File: config.mk
export PLATFORM = sky130hd
export DESIGN_NAME = uartb_rx_burst_flat
export DESIGN_NICKNAME = d
export VERILOG_FILES = /design/src/rtl/uartb_pkg.sv /design/src/rtl/uartb_rx_burst_if.sv /design/src/rtl/uartb_baud_tick.sv /design/src/rtl/uartb_rx_burst.sv /design/src/flat_wrapper.sv
export SDC_FILE = /design/constraint.sdc
export NUM_CORES = 1
export LEC_CHECK = 0
export ABC_CLOCK_PERIOD_IN_PS = 3400
export BUFFER_PORTS_ARGS = -buffer_cell sky130_fd_sc_hd__buf_4
export CORE_ASPECT_RATIO = 0.5
export CORE_MARGIN = 4
export CORE_UTILIZATION = 30
export CTS_CLUSTER_SIZE = 30
export DETAILED_ROUTE_END_ITERATION = 8
export MAX_ROUTING_LAYER = met4
export PLACE_DENSITY = 0.55
export SYNTH_ARGS = -nofsm -noshare
export SYNTH_HDL_FRONTEND = slang
export SYNTH_SLANG_ARGS = --single-unit
File: constraint.sdc
create_clock -name clk -period 3.4 [get_ports clk]
set_input_delay 0.68 -clock clk [delete_from_list [all_inputs] [get_ports clk]]
set_output_delay 0.68 -clock clk [all_outputs]
set_load 0.1 [all_outputs]
File: src/rtl/uartb_pkg.sv
// Shared definitions for the burst-capable UART receive path: FSM encoding,
// oversampling ratio, configuration-bus field positions and word packing helper.
package uartb_pkg;

  typedef enum logic [1:0] {
    IDLE  = 2'd0,
    START = 2'd1,
    DATA  = 2'd2,
    STOP  = 2'd3
  } rx_state_t;

  localparam int OVERSAMPLE     = 16;
  localparam int BYTES_PER_WORD = 4;
  localparam int CFG_MODE_BIT   = 31;
  localparam int CFG_DIV_MSB    = 8;

  localparam logic MODE_NORMAL = 1'b0;
  localparam logic MODE_BURST  = 1'b1;

  // Writes byte b into little-endian lane 'lane' of word w.
  function automatic logic [31:0] lane_insert(input logic [31:0] w,
                                              input logic [1:0]  lane,
                                              input logic [7:0]  b);
    logic [31:0] r;
    r = w;
    r[lane*8 +: 8] = b;
    return r;
  endfunction

endpackage

File: src/rtl/uartb_rx_burst_if.sv
// CPU/line-side bundle of the burst UART receiver: serial input, shared config
// write, read strobe and the received-word status outputs.
interface uartb_rx_burst_if;

  logic        rxd;
  logic [31:0] d;
  logic        wrbaud;
  logic        rd;
  logic [31:0] q;
  logic [2:0]  nbytes;
  logic        dv;
  logic        ferr;
  logic        ovf;
  logic        busy;

  modport master (
    output rxd, d, wrbaud, rd,
    input  q, nbytes, dv, ferr, ovf, busy
  );

  modport slave (
    input  rxd, d, wrbaud, rd,
    output q, nbytes, dv, ferr, ovf, busy
  );

endinterface

File: src/rtl/uartb_baud_tick.sv
// Oversampling tick generator: one-clk tick every (div+1) clocks, registered.
// restart zeroes the phase so the first tick lands div+1 clocks later.
module uartb_baud_tick #(
  parameter int W = 9
) (
  input  logic         clk,
  input  logic         rst_n,
  input  logic [W-1:0] div,
  input  logic         restart,
  output logic         tick
);

  logic [W-1:0] cnt;

  always_ff @(posedge clk or negedge rst_n) begin
    if (!rst_n) begin
      cnt  <= '0;
      tick <= 1'b0;
    end else if (restart) begin
      cnt  <= '0;
      tick <= 1'b0;
    end else if (cnt == div) begin
      cnt  <= '0;
      tick <= 1'b1;
    end else begin
      cnt  <= cnt + 1'b1;
      tick <= 1'b0;
    end
  end

endmodule

File: src/rtl/uartb_rx_burst.sv
// 8N1 receiver, 16x oversampled; byte (normal) or 4-byte little-endian word (burst) to q, dv one clk after stop sample.
// No backpressure: completion while dv is set raises ovf and drops data. UARTB_RX_TIMEOUT_EN adds idle flush of partial bursts.
module uartb_rx_burst
  import uartb_pkg::*;
#(
  parameter logic [CFG_DIV_MSB:0] DIV_RESET = 9'd7
`ifdef UARTB_RX_TIMEOUT_EN
  , parameter int TIMEOUT_BITS = 40
`endif
) (
  input  logic             clk,
  input  logic             rst_n,
  uartb_rx_burst_if.slave  bus
);

  logic                 rxd_s1, rxd_s2, rxd_d;
  logic [CFG_DIV_MSB:0] divider, div_active;
  logic                 mode;
  rx_state_t            state;
  logic [3:0]           tick_cnt;
  logic [2:0]           bit_cnt;
  logic [7:0]           shreg;
  logic                 acc_vld;
  logic [7:0]           acc_byte;
  logic                 fe_vld;
  logic [1:0]           idx;
  logic [31:0]          lane_buf;
  logic [31:0]          q_r;
  logic [2:0]           nbytes_r;
  logic                 dv_r, ferr_r, ovf_r;
  logic                 tick, start_det, mode_chg, flush;
  logic                 cmpl, lane_wr;
  logic [31:0]          cmpl_word;
  logic [2:0]           cmpl_n;
  logic                 cfg_unused;

  assign cfg_unused = ^bus.d[CFG_MODE_BIT-1:CFG_DIV_MSB+1];

  always_ff @(posedge clk or negedge rst_n) begin
    if (!rst_n) begin
      rxd_s1 <= 1'b1;
      rxd_s2 <= 1'b1;
      rxd_d  <= 1'b1;
    end else begin
      rxd_s1 <= bus.rxd;
      rxd_s2 <= rxd_s1;
      rxd_d  <= rxd_s2;
    end
  end

  assign start_det = (state == IDLE) && rxd_d && !rxd_s2;
  assign mode_chg  = bus.wrbaud && (bus.d[CFG_MODE_BIT] != mode);

  always_ff @(posedge clk or negedge rst_n) begin
    if (!rst_n) begin
      divider    <= DIV_RESET;
      mode       <= MODE_NORMAL;
      div_active <= DIV_RESET;
    end else begin
      if (bus.wrbaud) begin
        divider <= bus.d[CFG_DIV_MSB:0];
        mode    <= bus.d[CFG_MODE_BIT];
      end
      // Frame timing is frozen at start-bit detection; config writes apply to the next frame.
      if (start_det) begin
        div_active <= divider;
      end
    end
  end

  uartb_baud_tick #(
    .W(CFG_DIV_MSB + 1)
  ) u_tick (
    .clk     (clk),
    .rst_n   (rst_n),
    .div     (div_active),
    .restart (start_det),
    .tick    (tick)
  );

  always_ff @(posedge clk or negedge rst_n) begin
    if (!rst_n) begin
      state    <= IDLE;
      tick_cnt <= '0;
      bit_cnt  <= '0;
      shreg    <= '0;
      acc_vld  <= 1'b0;
      acc_byte <= '0;
      fe_vld   <= 1'b0;
    end else begin
      acc_vld <= 1'b0;
      fe_vld  <= 1'b0;
      case (state)
        IDLE: begin
          if (start_det) begin
            state    <= START;
            tick_cnt <= '0;
            bit_cnt  <= '0;
          end
        end
        START: begin
          if (tick) begin
            if (tick_cnt == 4'(OVERSAMPLE/2 - 1)) begin
              tick_cnt <= '0;
              state    <= rxd_s2 ? IDLE : DATA;
            end else begin
              tick_cnt <= tick_cnt + 1'b1;
            end
          end
        end
        DATA: begin
          if (tick) begin
            tick_cnt <= tick_cnt + 1'b1;
            if (tick_cnt == 4'(OVERSAMPLE - 1)) begin
              shreg   <= {rxd_s2, shreg[7:1]};
              bit_cnt <= bit_cnt + 1'b1;
              if (bit_cnt == 3'd7) begin
                state <= STOP;
              end
            end
          end
        end
        STOP: begin
          if (tick) begin
            tick_cnt <= tick_cnt + 1'b1;
            if (tick_cnt == 4'(OVERSAMPLE - 1)) begin
              state <= IDLE;
              if (rxd_s2) begin
                acc_vld  <= 1'b1;
                acc_byte <= shreg;
              end else begin
                fe_vld <= 1'b1;
              end
            end
          end
        end
        default: state <= IDLE;
      endcase
    end
  end

`ifdef UARTB_RX_TIMEOUT_EN
  localparam int TO_TICKS = TIMEOUT_BITS * OVERSAMPLE;
  localparam int TO_W     = $clog2(TO_TICKS + 1);

  logic [TO_W-1:0] to_cnt;

  always_ff @(posedge clk or negedge rst_n) begin
    if (!rst_n) begin
      to_cnt <= '0;
      flush  <= 1'b0;
    end else begin
      flush <= 1'b0;
      if (state != IDLE || mode != MODE_BURST || idx == 2'd0 || acc_vld) begin
        to_cnt <= '0;
      end else if (tick) begin
        if (to_cnt == TO_W'(TO_TICKS - 1)) begin
          to_cnt <= '0;
          flush  <= 1'b1;
        end else begin
          to_cnt <= to_cnt + 1'b1;
        end
      end
    end
  end
`else
  assign flush = 1'b0;
`endif

  // A mode change in the same cycle discards whatever the receiver hands over.
  always_comb begin
    cmpl      = 1'b0;
    lane_wr   = 1'b0;
    cmpl_word = '0;
    cmpl_n    = '0;
    if (!mode_chg) begin
      if (acc_vld) begin
        if (mode == MODE_NORMAL) begin
          cmpl      = 1'b1;
          cmpl_word = {24'h0, acc_byte};
          cmpl_n    = 3'd1;
        end else if (idx == 2'(BYTES_PER_WORD - 1)) begin
          cmpl      = 1'b1;
          cmpl_word = lane_insert(lane_buf, idx, acc_byte);
          cmpl_n    = 3'(BYTES_PER_WORD);
        end else begin
          lane_wr = 1'b1;
        end
      end else if (flush) begin
        cmpl      = 1'b1;
        cmpl_word = lane_buf;
        cmpl_n    = {1'b0, idx};
      end
    end
  end

  always_ff @(posedge clk or negedge rst_n) begin
    if (!rst_n) begin
      idx      <= '0;
      lane_buf <= '0;
      q_r      <= '0;
      nbytes_r <= '0;
      dv_r     <= 1'b0;
      ferr_r   <= 1'b0;
      ovf_r    <= 1'b0;
    end else begin
      if (mode_chg || cmpl) begin
        idx      <= '0;
        lane_buf <= '0;
      end else if (lane_wr) begin
        lane_buf <= lane_insert(lane_buf, idx, acc_byte);
        idx      <= idx + 1'b1;
      end

      // A read landing with a completion frees the register, so the new word is taken.
      if (cmpl) begin
        if (!(dv_r && !bus.rd)) begin
          q_r      <= cmpl_word;
          nbytes_r <= cmpl_n;
          dv_r     <= 1'b1;
        end
      end else if (bus.rd) begin
        dv_r <= 1'b0;
      end

      if (cmpl && dv_r && !bus.rd) begin
        ovf_r <= 1'b1;
      end else if (bus.rd) begin
        ovf_r <= 1'b0;
      end

      if (fe_vld) begin
        ferr_r <= 1'b1;
      end else if (bus.rd) begin
        ferr_r <= 1'b0;
      end
    end
  end

  assign bus.q      = q_r;
  assign bus.nbytes = nbytes_r;
  assign bus.dv     = dv_r;
  assign bus.ferr   = ferr_r;
  assign bus.ovf    = ovf_r;
  assign bus.busy   = (state != IDLE) || (idx != 2'd0);

endmodule

File: src/flat_wrapper.sv
// flat-port wrapper written by rule: the top's interface ports become plain ports
module uartb_rx_burst_flat import uartb_pkg::*;
#(
  parameter logic [CFG_DIV_MSB:0] DIV_RESET = 9'd7

)
  (clk, rst_n, bus_rxd, bus_d, bus_wrbaud, bus_rd, bus_q, bus_nbytes, bus_dv, bus_ferr, bus_ovf, bus_busy);
  uartb_rx_burst_if bus_i ();
  input  logic clk;
  input  logic rst_n;
  input wire logic [$bits(bus_i.rxd)-1:0] bus_rxd;
  input wire logic [$bits(bus_i.d)-1:0] bus_d;
  input wire logic [$bits(bus_i.wrbaud)-1:0] bus_wrbaud;
  input wire logic [$bits(bus_i.rd)-1:0] bus_rd;
  output wire logic [$bits(bus_i.q)-1:0] bus_q;
  output wire logic [$bits(bus_i.nbytes)-1:0] bus_nbytes;
  output wire logic [$bits(bus_i.dv)-1:0] bus_dv;
  output wire logic [$bits(bus_i.ferr)-1:0] bus_ferr;
  output wire logic [$bits(bus_i.ovf)-1:0] bus_ovf;
  output wire logic [$bits(bus_i.busy)-1:0] bus_busy;
  assign bus_i.rxd = bus_rxd;
  assign bus_i.d = bus_d;
  assign bus_i.wrbaud = bus_wrbaud;
  assign bus_i.rd = bus_rd;
  assign bus_q = bus_i.q;
  assign bus_nbytes = bus_i.nbytes;
  assign bus_dv = bus_i.dv;
  assign bus_ferr = bus_i.ferr;
  assign bus_ovf = bus_i.ovf;
  assign bus_busy = bus_i.busy;
  uartb_rx_burst #(.DIV_RESET(DIV_RESET)) u_core (.clk(clk), .rst_n(rst_n), .bus(bus_i));
endmodule
==> results.yml <==
cells_and_area:
  layoutNonFillerInstCount: 807
  num-fill-cells: 1785
  areaGrowthSynthToFinish_pct: 22.5
  finish.net_count: 582
  layout-drive-gt1-share: 0.263
  antenna_cells: 0
die:
  floorplan.initialDensity: 0.306
  die_h_um: 105
  io_pins: 76
  row_count: 35
  die-width_um: 202
  coreArea_um2: 18400
  dieArea_um2: 21200
cts:
  worstSkewPairLatency_ns: 0.41
  clkSlewWorstSetupHoldPaths_ns: 0.07
  cts_buffers: 17
  cts_setup_buffers: 0
  cts_sinks: 130
  cts_resized: 0
  cts_tree: "built"
  htree_levels: 4
  cts_root_buffer: "clkbuf_16"
  cts_buffer_depth: 2
  hold_buffers: 0
critical_path:
  start_kind: "flop"
  arrival_ns: 1.78
  r2r_start: "u_core.idx[0]$_DFFE_PN0P_"
  rrSetupSlack_ns: 1.13
  crit_type: "flop to output port"
  cp.required_ns: 2.72
  path_max_fanout: 8
  worst_setup_path_end_kind: "output port"
  crit_start: "u_core.idx[0]$_DFFE_PN0P_"
placed_design:
  gp_congestion: 0.768
  placed_cells: 775
  hpwl_um: 7910
  port_buffers: 52
pwr:
  p_leak_nw: 3.17
  pwr-share-seq: 0.440
  vdd_drop_max_v: 0.000281
  p_comb_frac: 0.106
  powerDensity_nw_per_um2: 593
  sw_frac_of_total: 0.278
  clkPwrFrac: 0.454
  cellInternalPower_mw: 2.96
  switchingPower_mw: 1.14
  total_power_mw: 4.10
sta:
  clock_skew_ns: 0.0117
  finalHoldViolations: 0
  setup_viol: 0
  rsz0062_at_grt: "false"
  timing.fmax_ghz: 0.406
  tns_ns: 0
  relSlewSlack: 0.437
  report.final.slew_viol_count: 0
  period_minus_slack_ns: 2.46
  worst_pin_slew_ns: 0.842
  fin_crit_sh: 0.724
detailed_routing:
  postRouteAntennaNets: 0
  wl_um: 12300
  drc: 0
  wl_per_cell_um: 15.2
  drt_iter0_drc: 303
  via_per_inst: 4.68
  vias: 3775
  drt_pass1_iterations: 4
logic_synthesis:
  async_flop_share: 1.00
  yosysUniqueCellTypes: 58
  ys_ff_latch: 130
  ys.flop_type: "dfrtp_1"
  synth_area_leader_cell: "dfrtp_1"
  synth-edff-count: 0
  syn_area_per_cell_um2: 11.8
  ys_seq_area_frac: 0.578
  synth_nets: 524
  yosys.area.top_type_share: 0.536
  syn_inst: 477
  synth.area.top_cells: "dfrtp_1, mux2_2, nand2_1"
  synth.cell_area_um2: 5650
  yosys_warnings: 0
grt:
  grt.overflow.total: 0
  grt_use_total: 0.126
  first_global_vias: 3906
  grt_use_met2: 0.196
  use_met1: 0.167
  grt_pass1_wl_um: 21100
  grt_max_degree: 54
  antenna_found_initial: 0
  grt_most_used_layer: "met2"
  grtUsageMet3: 0.0248
job:
  drv_cap: 0
status:
  status: "finished, final reports clean"
min_path:
  hold_path_class: "input port to async pin"
[cell families after synthesis]
group | after synthesis | synth area share
muxes | 36 | 0.0729
and+or+nand+nor | 141 | 0.133
buffers and inverters | 27 | 0.0246
adders and majority gates | 10 | 0.0222
other | 1 | 0.000664
xor gates and xnor gates | 17 | 0.0264
DFF | 130 | 0.578
AOI/OAI and AO/OA | 115 | 0.142
[power groups by stage]
stage | Combinational [mW] | Clock, mW | Sequential, mW
after global placement | 0.432 | 0 | 1.83
after detailed placement | 0.440 | 0 | 1.83
after CTS | 0.442 | 1.90 | 1.81
after global routing | 0.491 | 1.98 | 1.82
after floorplan | 0.343 | 0 | 1.78
final | 0.434 | 1.86 | 1.80
[worst max-delay path: stages, from the launching register on]
cell and delay [ns]:
dfrtp_1 0.52, inv_2 0.13, ha_1 0.32, nand2_1 0.11
buf_4 0.29
[flip-flops by register name, indices dropped and copies added, names as in the netlist, 2 cells and up, named ones only]
signal	cells
u_core.divider	9
u_core.u_tick.cnt	9
u_core.lane_buf	32
u_core.idx	2
u_core.tick_cnt	4
u_core.bit_cnt	3
u_core.div_active	9
u_core.bus.nbytes	2
u_core.bus.q	32
u_core.shreg	8
u_core.acc_byte	8
[final timing paths]
check	endpoint	depth (start not counted)
min in group clk	u_core.rxd_s2$_DFF_PN1_	0
min reg2reg	u_core.rxd_s2$_DFF_PN1_	0
max reg2reg	u_core.bus.q[5]$_DFFE_PN0P_	5
min	u_core.lane_buf[29]$_DFFE_PN0P_	1
max	bus_busy	4
max in group asynchronous	u_core.rxd_s2$_DFF_PN1_	2
[cells in the final DEF (no fill, tap or decap), types with 3 or more instances in the layout]
master     count
xnor2_1       10
o21ai_1       21
buf_4         57
dfrtp_1      121
nand4_1        4
inv_8          4
a21oi_1       27
dfstp_2        9
clkbuf_16     17
nor2b_1       24
ha_1          10
a21o_1         3
nand2_1       67
inv_1          7
nor2_1        13
nand3_1        8
mux2_2        25
mux2_1         8
a22o_1        17
nor3b_1        3
o2bb2ai_1     24
inv_6          3
nand3b_1       3
o21ai_0       10
xor2_1         7
[per-stage QoR]
| stage | util | hold slack (ns) | setup WS (ns) | area, um^2 |
|---|---|---|---|---|
| global placement | 0.343 | 0.347 | 0.931 | 6310 |
| floorplan | - | 0.345 | 1.22 | 5650 |
| finish | 0.375 | 0.296 | 0.940 | 6910 |
| global route | 0.375 | 0.349 | 0.845 | 6910 |
| detailed placement | 0.343 | 0.355 | 0.931 | 6310 |
| CTS | 0.375 | 0.312 | 0.924 | 6910 |
[layer usage]
| layer | share of wire | up-vias |
|---|---|---|
| li1 | - | 1810 |
| met3 | 0.031 | 18 |
| met1 | 0.49 | 1886 |
| met5 | 0 | - |
| met4 | 0.015 | 0 |
| met2 | 0.46 | 61 |
[final cells by class]
type	count	area [um^2]	area share
Clock inverter	15	174	0.0252
Sequential cell	130	3260	0.472
Multi-Input combinational cell	320	2250	0.325
Inverter	8	30.0	0.00434
Clock buffer	17	425	0.0615
Timing Repair Buffer	58	448	0.0648
Tap cell	259	324	0.0469
[synth_stat cells, drive strengths merged, types with 2 or more instances]
cell / count
o2bb2ai: 24
nor3: 2
dfstp: 9
inv: 8
mux2: 35
o21ai: 33
buf: 15
nor2: 16
nor2b: 25
xnor2: 10
xor2: 7
a21oi: 28
o31ai: 2
nand2: 67
and3: 2
nand3: 8
dfrtp: 121
a31oi: 2
a22o: 17
nor4b: 2
a21o: 3
nand3b: 3
nand4: 6
nor3b: 3
clkbuf: 4
ha: 10
No activity file was read; power rests on OpenSTA's default activity.
